<file path="src/rtl/record_field_arbiter.sv">
// record_field_arbiter: round-robin arbiter that owns one 16-bit packed record
// (high = [15:8], low = [7:0]) and lets requesters write either byte or both.
// Optional lock timeout is enabled with `define RECORD_FIELD_ARB_LOCK_TIMEOUT_EN.
//
// Ports:
//   clk        clock, all state on rising edge
//   rst        synchronous active-high reset
//   req        per-requester write request (hold until granted)
//   lock       per-requester lock request, sampled in the grant cycle
//   fsel       per-requester field enables, [2i]=low byte, [2i+1]=high byte
//   wdata      per-requester record data, slice [16i+15:16i]
//   gnt        registered one-hot grant
//   owner      index of current grantee (valid when busy)
//   busy       any grant bit set
//   rec_q      shared record value
//   timeout_o  one-cycle pulse when a lock is forcibly released
module record_field_arbiter #(
    parameter int NREQ    = 4,
    parameter int TIMEOUT = 16
) (
    input  logic                    clk,
    input  logic                    rst,
    input  logic [NREQ-1:0]         req,
    input  logic [NREQ-1:0]         lock,
    input  logic [2*NREQ-1:0]       fsel,
    input  logic [16*NREQ-1:0]      wdata,
    output logic [NREQ-1:0]         gnt,
    output logic [$clog2(NREQ)-1:0] owner,
    output logic                    busy,
    output logic [15:0]             rec_q,
    output logic                    timeout_o
);

    localparam int IW = $clog2(NREQ);
    localparam logic [IW:0]   NREQ_W = (IW+1)'(NREQ);
    localparam logic [IW-1:0] LAST   = IW'(NREQ - 1);

    localparam logic [1:0] S_IDLE   = 2'd0;
    localparam logic [1:0] S_GRANT  = 2'd1;
    localparam logic [1:0] S_LOCKED = 2'd2;

    if (NREQ < 2 || NREQ > 8) begin : g_bad_nreq
        $error("NREQ must be in 2..8");
    end
    if (TIMEOUT < 2) begin : g_bad_timeout
        $error("TIMEOUT must be >= 2");
    end

    logic [1:0]      r_state;
    logic [NREQ-1:0] r_gnt;
    logic [IW-1:0]   r_owner;
    logic [IW-1:0]   r_ptr;
    logic [15:0]     r_rec;

    logic [1:0]      w_fs_a [NREQ];
    logic [15:0]     w_wd_a [NREQ];
    logic [1:0]      w_fs;
    logic [15:0]     w_wd;
    logic [NREQ-1:0] w_cand;
    logic [NREQ-1:0] w_win_oh;
    logic [IW-1:0]   w_win;
    logic [IW:0]     w_sum;
    logic            w_found;
    logic            w_busy;
    logic            w_own_req;
    logic            w_own_lock;
    logic            w_expire;
    logic            w_hold;

    always_comb begin
        for (int i = 0; i < NREQ; i++) begin
            w_fs_a[i] = fsel[2*i +: 2];
            w_wd_a[i] = wdata[16*i +: 16];
        end
    end

    assign w_fs       = w_fs_a[r_owner];
    assign w_wd       = w_wd_a[r_owner];
    assign w_busy     = |r_gnt;
    assign w_own_req  = w_busy & req[r_owner];
    assign w_own_lock = w_busy & lock[r_owner];

    // The current grantee is masked so it cannot win twice in a row.
    assign w_cand = req & ~r_gnt;

    // Search ptr, ptr+1, ... modulo NREQ; first candidate found wins.
    always_comb begin
        w_found = 1'b0;
        w_win   = '0;
        w_sum   = '0;
        for (int k = 0; k < NREQ; k++) begin
            w_sum = {1'b0, r_ptr} + (IW+1)'(k);
            if (w_sum >= NREQ_W) begin
                w_sum = w_sum - NREQ_W;
            end
            if (!w_found && w_cand[w_sum[IW-1:0]]) begin
                w_found = 1'b1;
                w_win   = w_sum[IW-1:0];
            end
        end
    end

    assign w_win_oh = {{(NREQ-1){1'b0}}, 1'b1} << w_win;

`ifdef RECORD_FIELD_ARB_LOCK_TIMEOUT_EN
    localparam int CW = $clog2(TIMEOUT);

    logic [CW-1:0] r_cnt;
    logic          r_tout;

    assign w_expire = (r_state == S_LOCKED) && (r_cnt == CW'(TIMEOUT - 1));

    // Counts locked cycles from 0; cleared whenever the lock is not held over.
    always_ff @(posedge clk) begin
        if (rst) begin
            r_cnt  <= '0;
            r_tout <= 1'b0;
        end else begin
            r_tout <= w_expire && w_own_lock;
            if (w_hold && r_state == S_LOCKED) begin
                r_cnt <= r_cnt + 1'b1;
            end else begin
                r_cnt <= '0;
            end
        end
    end

    assign timeout_o = r_tout;
`else
    assign w_expire  = 1'b0;
    assign timeout_o = 1'b0;
`endif

    // Lock is taken only when the grantee actually requests in its grant
    // cycle; once locked it persists until lock drops or the timer expires.
    assign w_hold = w_own_lock &&
                    ((r_state == S_GRANT && w_own_req) ||
                     (r_state == S_LOCKED && !w_expire));

    always_ff @(posedge clk) begin
        if (rst) begin
            r_state <= S_IDLE;
            r_gnt   <= '0;
            r_owner <= '0;
            r_ptr   <= '0;
            r_rec   <= 16'h0000;
        end else begin
            if (w_own_req) begin
                if (w_fs[0]) begin
                    r_rec[7:0] <= w_wd[7:0];
                end
                if (w_fs[1]) begin
                    r_rec[15:8] <= w_wd[15:8];
                end
            end

            if (w_hold) begin
                r_state <= S_LOCKED;
            end else if (w_found) begin
                r_state <= S_GRANT;
                r_gnt   <= w_win_oh;
                r_owner <= w_win;
                r_ptr   <= (w_win == LAST) ? '0 : w_win + 1'b1;
            end else begin
                r_state <= S_IDLE;
                r_gnt   <= '0;
            end
        end
    end

    assign gnt   = r_gnt;
    assign owner = r_owner;
    assign busy  = w_busy;
    assign rec_q = r_rec;

endmodule

</file>
<file path="config.mk">
export PLATFORM = sky130hd
export DESIGN_NAME = record_field_arbiter
export DESIGN_NICKNAME = d
export VERILOG_FILES = /design/src/rtl/record_field_arbiter.sv
export SDC_FILE = /design/constraint.sdc
export NUM_CORES = 1
export LEC_CHECK = 0
export BUFFER_PORTS_ARGS = -buffer_cell sky130_fd_sc_hd__buf_2
export CORE_MARGIN = 2
export CORE_UTILIZATION = 34
export CTS_CLUSTER_DIAMETER = 200
export DETAILED_ROUTE_END_ITERATION = 8
export PLACE_DENSITY = 0.68
export SLEW_MARGIN = 20
export SYNTH_ARGS = -nofsm -noshare
export SYNTH_HDL_FRONTEND = slang
export SYNTH_SLANG_ARGS = --single-unit
</file>
<file path="constraint.sdc">
create_clock -name clk -period 1.6 [get_ports clk]
set_clock_uncertainty 0.05 [all_clocks]
set_input_delay 0.16 -clock clk [delete_from_list [all_inputs] [get_ports clk]]
set_output_delay 0.16 -clock clk [all_outputs]
set_load 0.005 [all_outputs]
</file>
==> reports/qor.yml <==
diodes: 0
p_clk_share_pct: 10.4
drtAntennaViolNets: 0
synth.most_common_cell: "dfxtp_1"
insertion_delay_ns: 0.26
avgSynthCellArea_um2: 11.7
ys.flop_type: "dfxtp_1"
critPathTopFamily: "multiplexers"
cp_slowest_cell: "mux4_2"
fp.coreArea_um2: 5010
finalMaxSlewViolations: 0
async_flop_share_pct: 0
crit_type: "reg -> reg"
worst_setup_path_end_kind: "register"
period_needed_ns: 1.67
violations: "setup timing"
cts_buffers: 3
fmax_mhz: 598
share_comb_of_total_power_pct: 61.8
cts.sinks: 26
drc: 0
wl_um: 4810
synth_area_um2: 1740
antenna_found_initial: 0
finalWeightedCongestion: 0.855
port_buffers: 104
setup_violations: 17
grt_max_degree: 17
synthTopCellsByCount: "dfxtp_1 (26), mux2i_1 (20), nor2_1 (17), mux4_2 (11), mux4_1 (9)"
clk_pin_slew_ns: 0.09
clockBufferDepth: 2
status: "finished with violations"
post-route-period-util_pct: 104
finalHoldViolations: 0
grt_use_total_pct: 15.7
synth_cell_type_count: 39
intPower_uw: 2230
use_met3_pct: 3.44
crit_chain: "buf_6, mux4_2, nand2_4, o21a_4, mux2i_2"
worstSetupStartpointType: "register"
die_w_um: 75.5
min_path_type: "in -> reg"
wl_per_cell_um: 14.3
io_pins: 106
grt_first_pass_wirelength_um: 6950
arrival_ns: 1.80
yosysSeqAreaShare_pct: 30.0
layout.nets: 355
hold_depth: 2
hpwl_um: 3850
h-tree-depth: 1
synth-edff-count: 0
grt_util_met2_pct: 30.2
ir_worst_vdd_mv: 0.562
final_cells: 337
placed_cells: 329
grt_pass1_vias: 1570
p_sw_uw: 1210
drt_pass1_iterations: 4
synth_top_area_cell: "dfxtp_1"
synthTopCellsByArea: "dfxtp_1 (30%), mux4_2 (14%), mux4_1 (14%), mux2i_1 (12%), nor2_1 (3.7%)"
setup_slack_ns: -0.0720
leakagePower_uw: 0.00116
crit_fanout: 6
grt_remaining_overflow: 0
critPathRequiredTime_ns: 1.73
reg2reg_depth: 5
power.switching_fraction_pct: 35.2
powerDensity_nw_per_um2: 1320
ys_warn_count: 0
final_layout_size_suffix_gt1_share_pct: 67.4
sequentialPowerShare_pct: 27.8
clock-root-buffer: "clkbuf_8"
grt_util_met1_pct: 18.2
die-area_um2: 5700
start_util_pct: 34.7
cts_tree: "yes"
vias: 1662
slowest_delay_ns: 0.53
drt_iter0_drc: 41
gr-max-usage-layer: "met2"
syn-num-nets: 234
cap_violations: 0
die_h_um: 75.5
rows: 26
syn-instance-count: 148
rsz0062_at_grt: "yes"
synth-seq-cells: 26
synth_top_area_share_pct: 30.0
cp_num_cells: 5
power_uw: 3440
area_delta_synth_final_pct: 50.6
crit_buf_inv: 1
routed_via_density: 4.93
-- power groups by stage --
stage | combinational (uW) | clock [uW] | sequential (uW)
floorplan | 1220 | 0 | 923
global placement | 1750 | 0 | 943
detailed placement | 1790 | 0 | 944
CTS | 2100 | 384 | 946
global route | 2300 | 398 | 976
finish | 2130 | 359 | 955
-- final cells by class --
type	instances	area, um2
clock buffers	3	41.3
flip-flops and latches	26	529
multi-input cells	108	1210
well taps	70	87.6
fillers	483	2390
repair buffers	127	739
inverters	3	11.3
-- metrics by stage --
stage          setup TNS (ns)  worst slack [ns]  instance area, um2  hold slack, ns  utilization, %
2_1_floorplan           -1.74            -0.131                1760           0.189               -
3_3_place_gp            -1.52           -0.0966                2430           0.396            48.4
3_5_place_dp            -2.39            -0.171                2430           0.393            48.4
4_1_cts                -0.539           -0.0511                2620          0.0940            52.2
5_1_grt                 -1.80            -0.109                2620           0.108            52.2
6_report               -0.600           -0.0720                2620           0.105            52.2
-- sequential cells by signal, indices dropped and copies added, names as in the netlist --
name	cells
owner	2
r_ptr	2
r_state	2
gnt	4
rec_q	16
-- layout by cell type (no fill, tap or decap), types with 3 or more instances in the layout --
| cell | Yosys | layout |
|---|---|---|
| a21oi_1 | 5 | 4 |
| buf_2 | 4 | 103 |
| buf_4 | 1 | 17 |
| buf_6 | 2 | 5 |
| clkbuf_8 | 0 | 3 |
| dfxtp_1 | 26 | 21 |
| dfxtp_2 | 0 | 4 |
| mux2i_1 | 20 | 17 |
| mux2i_2 | 0 | 3 |
| mux4_2 | 11 | 19 |
| nand2_1 | 4 | 4 |
| nand2b_4 | 0 | 3 |
| nand3_1 | 4 | 4 |
| nor2_1 | 17 | 16 |
| o211ai_1 | 4 | 4 |
-- repair_timing --
| action | CTS | global route |
|---|---|---|
| pin swaps | 12 | 10 |
| cloned | 1 | 0 |
| buffers inserted | 4 | 1 |
| setup endpoints to repair | 25 | 25 |
| resized for setup | 27 | 16 |
| hold buffers | 0 | 0 |
-- kinds of logic (layout without fill, tap and decap cells) --
logic type / count (synthesis) / after routing / share of synthesized area (%)
other: 1 / 1 / 0.216
adders and majority gates: 4 / 4 / 2.88
DFF: 26 / 26 / 30.0
and+or+nand+nor: 43 / 43 / 12.8
buffers and inverters: 14 / 133 / 5.33
muxes: 40 / 40 / 39.4
AOI/OAI and AO/OA: 20 / 20 / 9.37
-- per-layer routing --
layer	share of wire (%)	vias up
met4	0.25	0
met2	55	49
met3	5.1	2
li1	-	813
met5	0	-
met1	40	798
-- path summary, 6_finish.rpt --
kind,to,startpoint,slack (ns)
worst max-delay path,owner[1],owner[0],-0.07
worst min-delay path,gnt[0],rst,0.11
worst max register to register,owner[1],owner[0],-0.07
worst min register to register,rec_q[12],rec_q[12],0.44
Note: power is estimated with default switching activity, not from simulation.
